==> src/rtl/path_replayer.sv <==
// path_replayer: drains the direction stack into a local buffer,
// then replays the entries oldest-first over a valid/ready stream.
module path_replayer #(
  parameter int DEPTH = 256,
  parameter int CW    = 9
) (
  input  logic          clk,
  input  logic          rst,
  input  logic          start,
  input  logic          stk_empty,
  input  logic [1:0]    stk_data,
  output logic          stk_pop,
  output logic [1:0]    dir_out,
  output logic          dir_valid,
  input  logic          dir_ready,
  output logic          busy,
  output logic          done,
  output logic [CW-1:0] count,
  output logic          overflow
);

  localparam int AW = $clog2(DEPTH);
  localparam logic [CW-1:0] FULL = CW'(DEPTH);
  localparam logic [CW-1:0] ONE  = CW'(1);

  typedef enum logic [2:0] {
    S_IDLE,
    S_POP,
    S_CAPT,
    S_EMIT,
    S_DONE
  } state_t;

  state_t        state_q, state_d;
  logic [CW-1:0] cnt_q, cnt_d;
  logic [CW-1:0] rd_q, rd_d;
  logic          ovf_q, ovf_d;
  logic          wr_en;
  logic [1:0]    buf_q [DEPTH];

  // State, counter, read index and overflow flag registers.
  always_ff @(posedge clk or posedge rst) begin
    if (rst) begin
      state_q <= S_IDLE;
      cnt_q   <= '0;
      rd_q    <= '0;
      ovf_q   <= 1'b0;
    end else begin
      state_q <= state_d;
      cnt_q   <= cnt_d;
      rd_q    <= rd_d;
      ovf_q   <= ovf_d;
    end
  end

  // Capture buffer; contents need no reset, count gates every read.
  always_ff @(posedge clk) begin
    if (wr_en) begin
      buf_q[cnt_q[AW-1:0]] <= stk_data;
    end
  end

  // Next-state logic; the pop count doubles as the write index.
  always_comb begin
    state_d = state_q;
    cnt_d   = cnt_q;
    rd_d    = rd_q;
    ovf_d   = ovf_q;
    wr_en   = 1'b0;
    stk_pop = 1'b0;
    unique case (state_q)
      S_IDLE: begin
        if (start) begin
          cnt_d   = '0;
          rd_d    = '0;
          ovf_d   = 1'b0;
          state_d = S_POP;
        end
      end
      S_POP: begin
        if (stk_empty) begin
          if (cnt_q != '0) begin
            rd_d    = cnt_q - ONE;
            state_d = S_EMIT;
          end else begin
            state_d = S_DONE;
          end
        end else if (cnt_q == FULL) begin
          ovf_d   = 1'b1;
          rd_d    = cnt_q - ONE;
          state_d = S_EMIT;
        end else begin
          stk_pop = 1'b1;
          state_d = S_CAPT;
        end
      end
      S_CAPT: begin
        wr_en   = 1'b1;
        cnt_d   = cnt_q + ONE;
        state_d = S_POP;
      end
      S_EMIT: begin
        if (dir_ready) begin
          if (rd_q == '0) begin
            state_d = S_DONE;
          end else begin
            rd_d = rd_q - ONE;
          end
        end
      end
      S_DONE: begin
        state_d = S_IDLE;
      end
      default: begin
        state_d = S_IDLE;
      end
    endcase
  end

  // Outputs decoded from state; dir_out is forced low when not valid.
  always_comb begin
    dir_valid = (state_q == S_EMIT);
    dir_out   = dir_valid ? buf_q[rd_q[AW-1:0]] : 2'b00;
    busy      = (state_q != S_IDLE);
    done      = (state_q == S_DONE);
    count     = cnt_q;
    overflow  = ovf_q;
  end

endmodule

==> config.mk <==
export PLATFORM = sky130hd
export DESIGN_NAME = path_replayer
export DESIGN_NICKNAME = d
export VERILOG_FILES = /design/src/rtl/path_replayer.sv
export SDC_FILE = /design/constraint.sdc
export NUM_CORES = 1
export LEC_CHECK = 0
export CORE_AREA = 2 2 242 244
export DETAILED_ROUTE_END_ITERATION = 10
export DIE_AREA = 0 0 244 246
export HOLD_SLACK_MARGIN = 0.06
export SLEW_MARGIN = 15
export SYNTH_ARGS = -nofsm -noshare
export SYNTH_HDL_FRONTEND = slang
export SYNTH_SLANG_ARGS = --single-unit
==> constraint.sdc <==
create_clock -name clk -period 4.55 [get_ports clk]
set_input_delay 0.91 -clock clk [delete_from_list [all_inputs] [get_ports clk]]
set_output_delay 0.91 -clock clk [all_outputs]
set_load 0.02 [all_outputs]
### Word-level counts from Yosys, hierarchy flattened

Memory sizes are Yosys's and may differ from the RTL's.
Cells that the tools add are included.
Widths: inputs -> output; s select.

| storage, ports and cells | value |
|---|---|
| bits of input ports | 7 |
| output and inout bits | 16 |
| flip-flop bits (word level) | 22 |
| RAM bits | 512 |
| word-level logic and storage cells | 58 |
| memories | 1 |

Memory list:

| memory | words | bits a word | rd ports | clocked after Yosys merged registers in | write ports | line | source |
|---|---|---|---|---|---|---|---|
| buf_q | 256 | 2 | 1 | 0 | 1 | 39 | `logic [1:0] buf_q [DEPTH];` |

| operators by class | value |
|---|---|
| multiplexer cells | 26 |
| $add $sub $neg | 3 |
| equal/unequal tests | 13 |
| reductions and logical operators | 11 |

Operator list:

| operator | number |
|---|---|
| $mux 9 | 6 |
| $pmux 9 s3 | 1 |
| $pmux 9 s2 | 1 |
| $sub 9x1->9 const B | 2 |
| $mux 3 | 5 |
| $pmux 3 s4 | 1 |
| $mux 1 | 10 |
| $add 9x1->9 const B | 1 |
| $eq 9x9->1 const B | 1 |
| $logic_not 9->1 | 1 |
| $reduce_bool 9->1 | 1 |
| $ne 2x2->1 const B | 4 |
| $eq 3x2->1 const B | 2 |
| $ne 3x3->1 const B | 2 |
| $reduce_and 6->1 | 1 |
| $reduce_bool 3->1 | 2 |
| $ne 2x1->1 const B | 2 |
| $reduce_and 4->1 | 1 |
| $reduce_bool 2->1 | 2 |
| $eq 3x1->1 const B | 1 |
| $eq 3x3->1 const B | 1 |
| $logic_not 3->1 | 1 |
| $reduce_and 3->1 | 1 |
| $mux 2 | 1 |
| other kinds (2) | 2 |

### Longest topological paths before layout

Gate-level depths: netlist of run 1.

| depth | value |
|---|---|
| word-level depth | 4 |
| depth in mapped cells | 12 |
| mapped depth without buffers | 9 |

### Worst setup path after synthesis of run 1

Ideal clock, no wire load.

| path | value |
|---|---|
| path type | flip-flop to output port |
| start | register cnt_q[0] (netlist: count[0]) |
| end | output port stk_pop |
| buffers on the path | 2 |
| arrival | 2.628 ns |
| slack | 1.012 ns |
| data required time | 3.640 ns |
| cell stages (with the launch flop) | 8 |
| cells stage by stage | dfrtp_1 -> clkbuf_1 -> inv_1 -> ha_1 -> buf_2 -> or3b_2 -> nor2_2 -> a2111oi_0 |

| on the way | value |
|---|---|
| longest elaborated chain between the ends | 4 |

Ends and longest elaborated chain:

| item | line | source |
|---|---|---|
| start, declared | 35 | `logic [CW-1:0] cnt_q, cnt_d;` |
| start signal, assigned | 50 | `cnt_q <= cnt_d;` |
| $eq 9x9->1 | 88 | `end else if (cnt_q == FULL) begin` |
| $mux 1 | 88 |  |
| $mux 1 | 81 | `if (stk_empty) begin` |
| $mux 1 | 71 | `unique case (state_q)` |
| end, declared | 12 | `output logic stk_pop,` |

No other way between the ends.

### Final worst setup path of run 1

| path | value |
|---|---|
| start | register rd_q[0] |
| end | output port dir_out[1] |

| on the way | value |
|---|---|
| longest elaborated chain between the ends | 2 |

Ends and longest elaborated chain:

| item | line | source |
|---|---|---|
| start, declared | 36 | `logic [CW-1:0] rd_q, rd_d;` |
| start signal, assigned | 51 | `rd_q <= rd_d;` |
| $mem_v2 256x2 | n/a |  |
| $mux 2 | 123 | `dir_out = dir_valid ? buf_q[rd_q[AW-1:0]] : 2'b00;` |
| end, declared | 13 | `output logic [1:0] dir_out,` |

No other way between the ends.

==> metrics.md, run 1 <==
| Metric | Value |
|---|---|
| Root Driver | clkbuf_16 |
| Largest vdd supply drop | approximately 0.35 mV |
| Power Dens Cells | 481 nW/um^2 |
| Clock sinks | about 530 |
| Global Route Usage Sum | roughly a fifth |
| Buffers & Inverters on Critical Path | 4 |
| Num ports | 23 |
| Tcrit/Tclk final | about 96% |
| CP Launch Type | register |
| Final Instance Count excl. Fillers | between 2000 and 2500 |
| Gate power share | between 20% and 30% |
| GRT Residual Overflow | 0 |
| FF+latch area | between 15000 and 20000 um^2 |
| Initial Util | between 30% and 40% |
| Slowest stage delay, CP | slightly above 500 ps |
| CP endpoint kind | primary output |
| Crit Path Class | register to primary output |
| Gpl congestion | around 0.8 |
| Multi-input gate area | a little over 6000 um^2 |
| Share of cells above drive strength 1 | 20.3% |
| Worst-Skew Late Latency | about 600 ps |
| Final Skew | approximately 19 ps |
| Worst R2R Start | state_q[1] |
| Fraction of power spent switching nets | 27.6% |
| Max_slew headroom | 30.5% |
| Synth-to-layout area growth | 12.7% |
| TritonCTS buffer count | 55 |
| Max cap viols | 0 |
| Core footprint | between 50000 and 60000 um^2 |
| RSZ-0062 raised after global routing | false |
| Critical path cell sequence | buf_12, buf_16, buf_6, mux4_2, mux2i_1, o21bai_1, o22ai_1, a211oi_1, nor2_1, a211oi_2, dlygate4sd2_1 |
| Max FO, Critical Path | 24 |
| Antenna violations before repair | 0 |
| First-pass GRT wire length | around 86000 um |
| Drt pass-1 iters | 7 |
| Placed Cells | 2158 |
| Worst Hold Depth | 1 |
| Largest net degree at the start of global routing | between 100 and 150 |
| Part of the power in registers | between 40 and 50% |
| Avg Inst Size Synth | between 15 and 20 um^2 |
| Fin nets | around 1500 |
| Main synth FF type | edfxtp_1 |
| Arr. time, crit path | 3460 ps |
| CTS H-tree depth | 2 |
| Clock-pin slew on the worst setup and hold paths | roughly 70 ps |
| I/O Buffers | 22 |
| Synth Cell Area | between 20000 and 25000 um^2 |
| Worst R2R Path Depth | 6 |
| Setup TNS | 0 ps |
| Share of power burned in the clock network | 34.3% |
| Synth top area cells | edfxtp_1 (68%), mux4_2 (12%), nor2_1 (4.7%) |
| Cell count along the critical path | 11 |
| Cts hold-fix bufs | 0 |
| Synth Net Count | about 1400 |
| Yosys reg bits | between 500 and 600 |
| Drt wl/cell | approximately 26 um |
| Hold Worst Slack | 497 ps |
| Vias in the first global route | 13100 |
| Detailed-route via count | 12800 |
| FP Rows | between 80 and 90 |
| Final Cell Area | around 26000 um^2 |
| Netlist cell types | between 60 and 70 |
| Post-DP Area | 23900 um^2 |
| CP delay by family, top | buffers and inverters |
| Yosys top cell by area | edfxtp_1 |
| Hold path start | overflow |
| 1st-iter DRT viols | about 1300 |
| DP Wirelength | roughly 35000 um |
| Syn. warnings | 0 |
| Final hold violation count | 0 |
| Fin crit period | between 4000 and 5000 ps |
| Die H | 246 um |
| NetSw | between 3 and 4 mW |
| Die Wd | around 240 um |
| Final WL | about 58000 um |
| Leakage dissipation | around 7.9 nW |
| Ant diodes | 0 |
| Required time worst endpoint | around 3600 ps |
| Slew Limit Fails | 0 |
| Sequential area share after synthesis | a little over two thirds |
| Post-synth EDFFs | about 510 |
| Final setup margin | between 150 and 200 ps |
| Top achievable clock speed | between 0.2 and 0.25 GHz |
| Int Pwr | 8.93 mW |
| Place WS | 159 ps |
| Slew @ Worst Pin | about 1000 ps |
| Worst Setup SP | rd_q[0] |
| Post-synth top cells | edfxtp_1 (512), nor2_1 (286), mux4_2 (124) |
| CTS tree | built |
| Final setup violation count | 0 |
| Worst Hold Class | register to register |
| Critical path's slowest cell | dfrtp_4 |
| Most common cell in the netlist | edfxtp_1 |
| Clock tree buffer depth | 3 |
| Fraction of registers with async set/reset | under 10% |
| Die area | roughly 60000 um^2 |
| Status | finished clean |
| Final ANT Viol Nets | 0 |
| Cells after Synth | 1421 |
| Top cell type's share of synthesized area | a little under 70% |
| Vias per Instance | between 5 and 6 |
| Post-route DRC | 0 |
| Fillers | around 5000 |
## area by class of cell
class                   count  share of cell area [%]
clock buffers              64                    5.50
clock inverters            35                    1.00
inverters                  10                   0.146
multi-input cells         773                    24.3
flip-flops and latches    534                    62.1
well taps                 765                    3.73
repair buffers             84                    3.18
## layer usage
metal | track usage [%] | vias up | part of all wire (%)
li1 | - | 5531 | -
met5 | 0 | - | 0
met3 | 3.76 | 100 | 7.4
met1 | 26.4 | 6695 | 42
met4 | 7.37 | 0 | 3.3
met2 | 31.8 | 501 | 48
## sequential cells by signal, summed over array words and instances (netlist names)
| signal | count |
|---|---|
| buf_q | 512 |
| count | 9 |
| overflow | 1 |
| rd_q | 9 |
| state_q | 3 |
## through the flow
| step | power, mW | utilization (%) |
|---|---|---|
| finish | 12.3 | 44.7 |
| CTS | 12.4 | 44.6 |
| global placement | 8.16 | 41.6 |
| global route | 12.7 | 44.7 |
| detailed placement | 8.16 | 41.6 |
| floorplan | 7.31 | - |
## cell usage in the layout (no fill, tap or decap), drive strengths merged, types with 3 or more instances in the layout
master,Yosys,final
nand2,77,77
clkbuf,57,65
clkinv,0,29
a221oi,6,6
xor2,3,3
a211oi,6,6
o22ai,5,5
a31oi,6,6
nand4,5,5
mux4,124,124
nor2,288,288
o31ai,4,4
o21ai,34,34
a211o,3,3
xnor2,5,5
or2,5,5
nand3,36,36
mux2i,41,41
clkdlybuf4s50,0,18
a22oi,10,10
nor3,19,19
or3,6,6
nor4,4,4
edfxtp,512,512
ha,4,4
mux2,5,5
bufinv,0,3
dfrtp,22,22
inv,10,11
buf,47,64
a21oi,26,26
nor2b,13,13
nand2b,7,7
## power by group through the flow
stage                     sequential [mW]  clock [mW]  combinational [mW]
final                                5.53        4.23                2.56
after global routing                 5.53        4.50                2.72
after CTS                            5.55        4.30                2.52
after detailed placement             5.66           0                2.50
after global placement               5.66           0                2.50
after floorplan                      5.54           0                1.76
## cell families (layout without fill, tap and decap cells)
family                   after synthesis  after routing  share of synthesized area [%]
AO/OA/AOI/OAI                        122            122                           3.68
buffers and inverters                114            193                           2.82
XOR/XNOR                               8              8                          0.308
flip-flops                           534            534                           70.0
adder cells (fa/ha/maj)                4              4                          0.220
AND/OR/NAND/NOR                      469            469                           8.68
multiplexers                         170            170                           14.3
## worst paths after layout
| kind | slack, ps | end |
|---|---|---|
| max in group asynchronous | 3090 | rd_q[2] |
| setup / recovery | 180 | dir_out[1] |
| hold reg to reg | 500 | overflow |
| setup reg to reg | 1170 | buf_q[179][1] |
| min in group asynchronous | 810 | rd_q[7] |
| hold / removal | 500 | overflow |
## timing repair
action	CTS	global route
endpoints found under the setup margin	2	2
buffers inserted	5	3
resized for setup	6	7
pin swaps	2	2
(Power assumes the default switching activity.)
==> inputs of run 2 (changes only) <==
--- a/config.mk
+++ b/config.mk
@@ -9,7 +9,6 @@
 export DETAILED_ROUTE_END_ITERATION = 10
 export DIE_AREA = 0 0 244 246
 export HOLD_SLACK_MARGIN = 0.06
-export SLEW_MARGIN = 15
 export SYNTH_ARGS = -nofsm -noshare
 export SYNTH_HDL_FRONTEND = slang
 export SYNTH_SLANG_ARGS = --single-unit
==> results of run 2 <==
Final layout, timing and power as in run 1 (identical DEF).
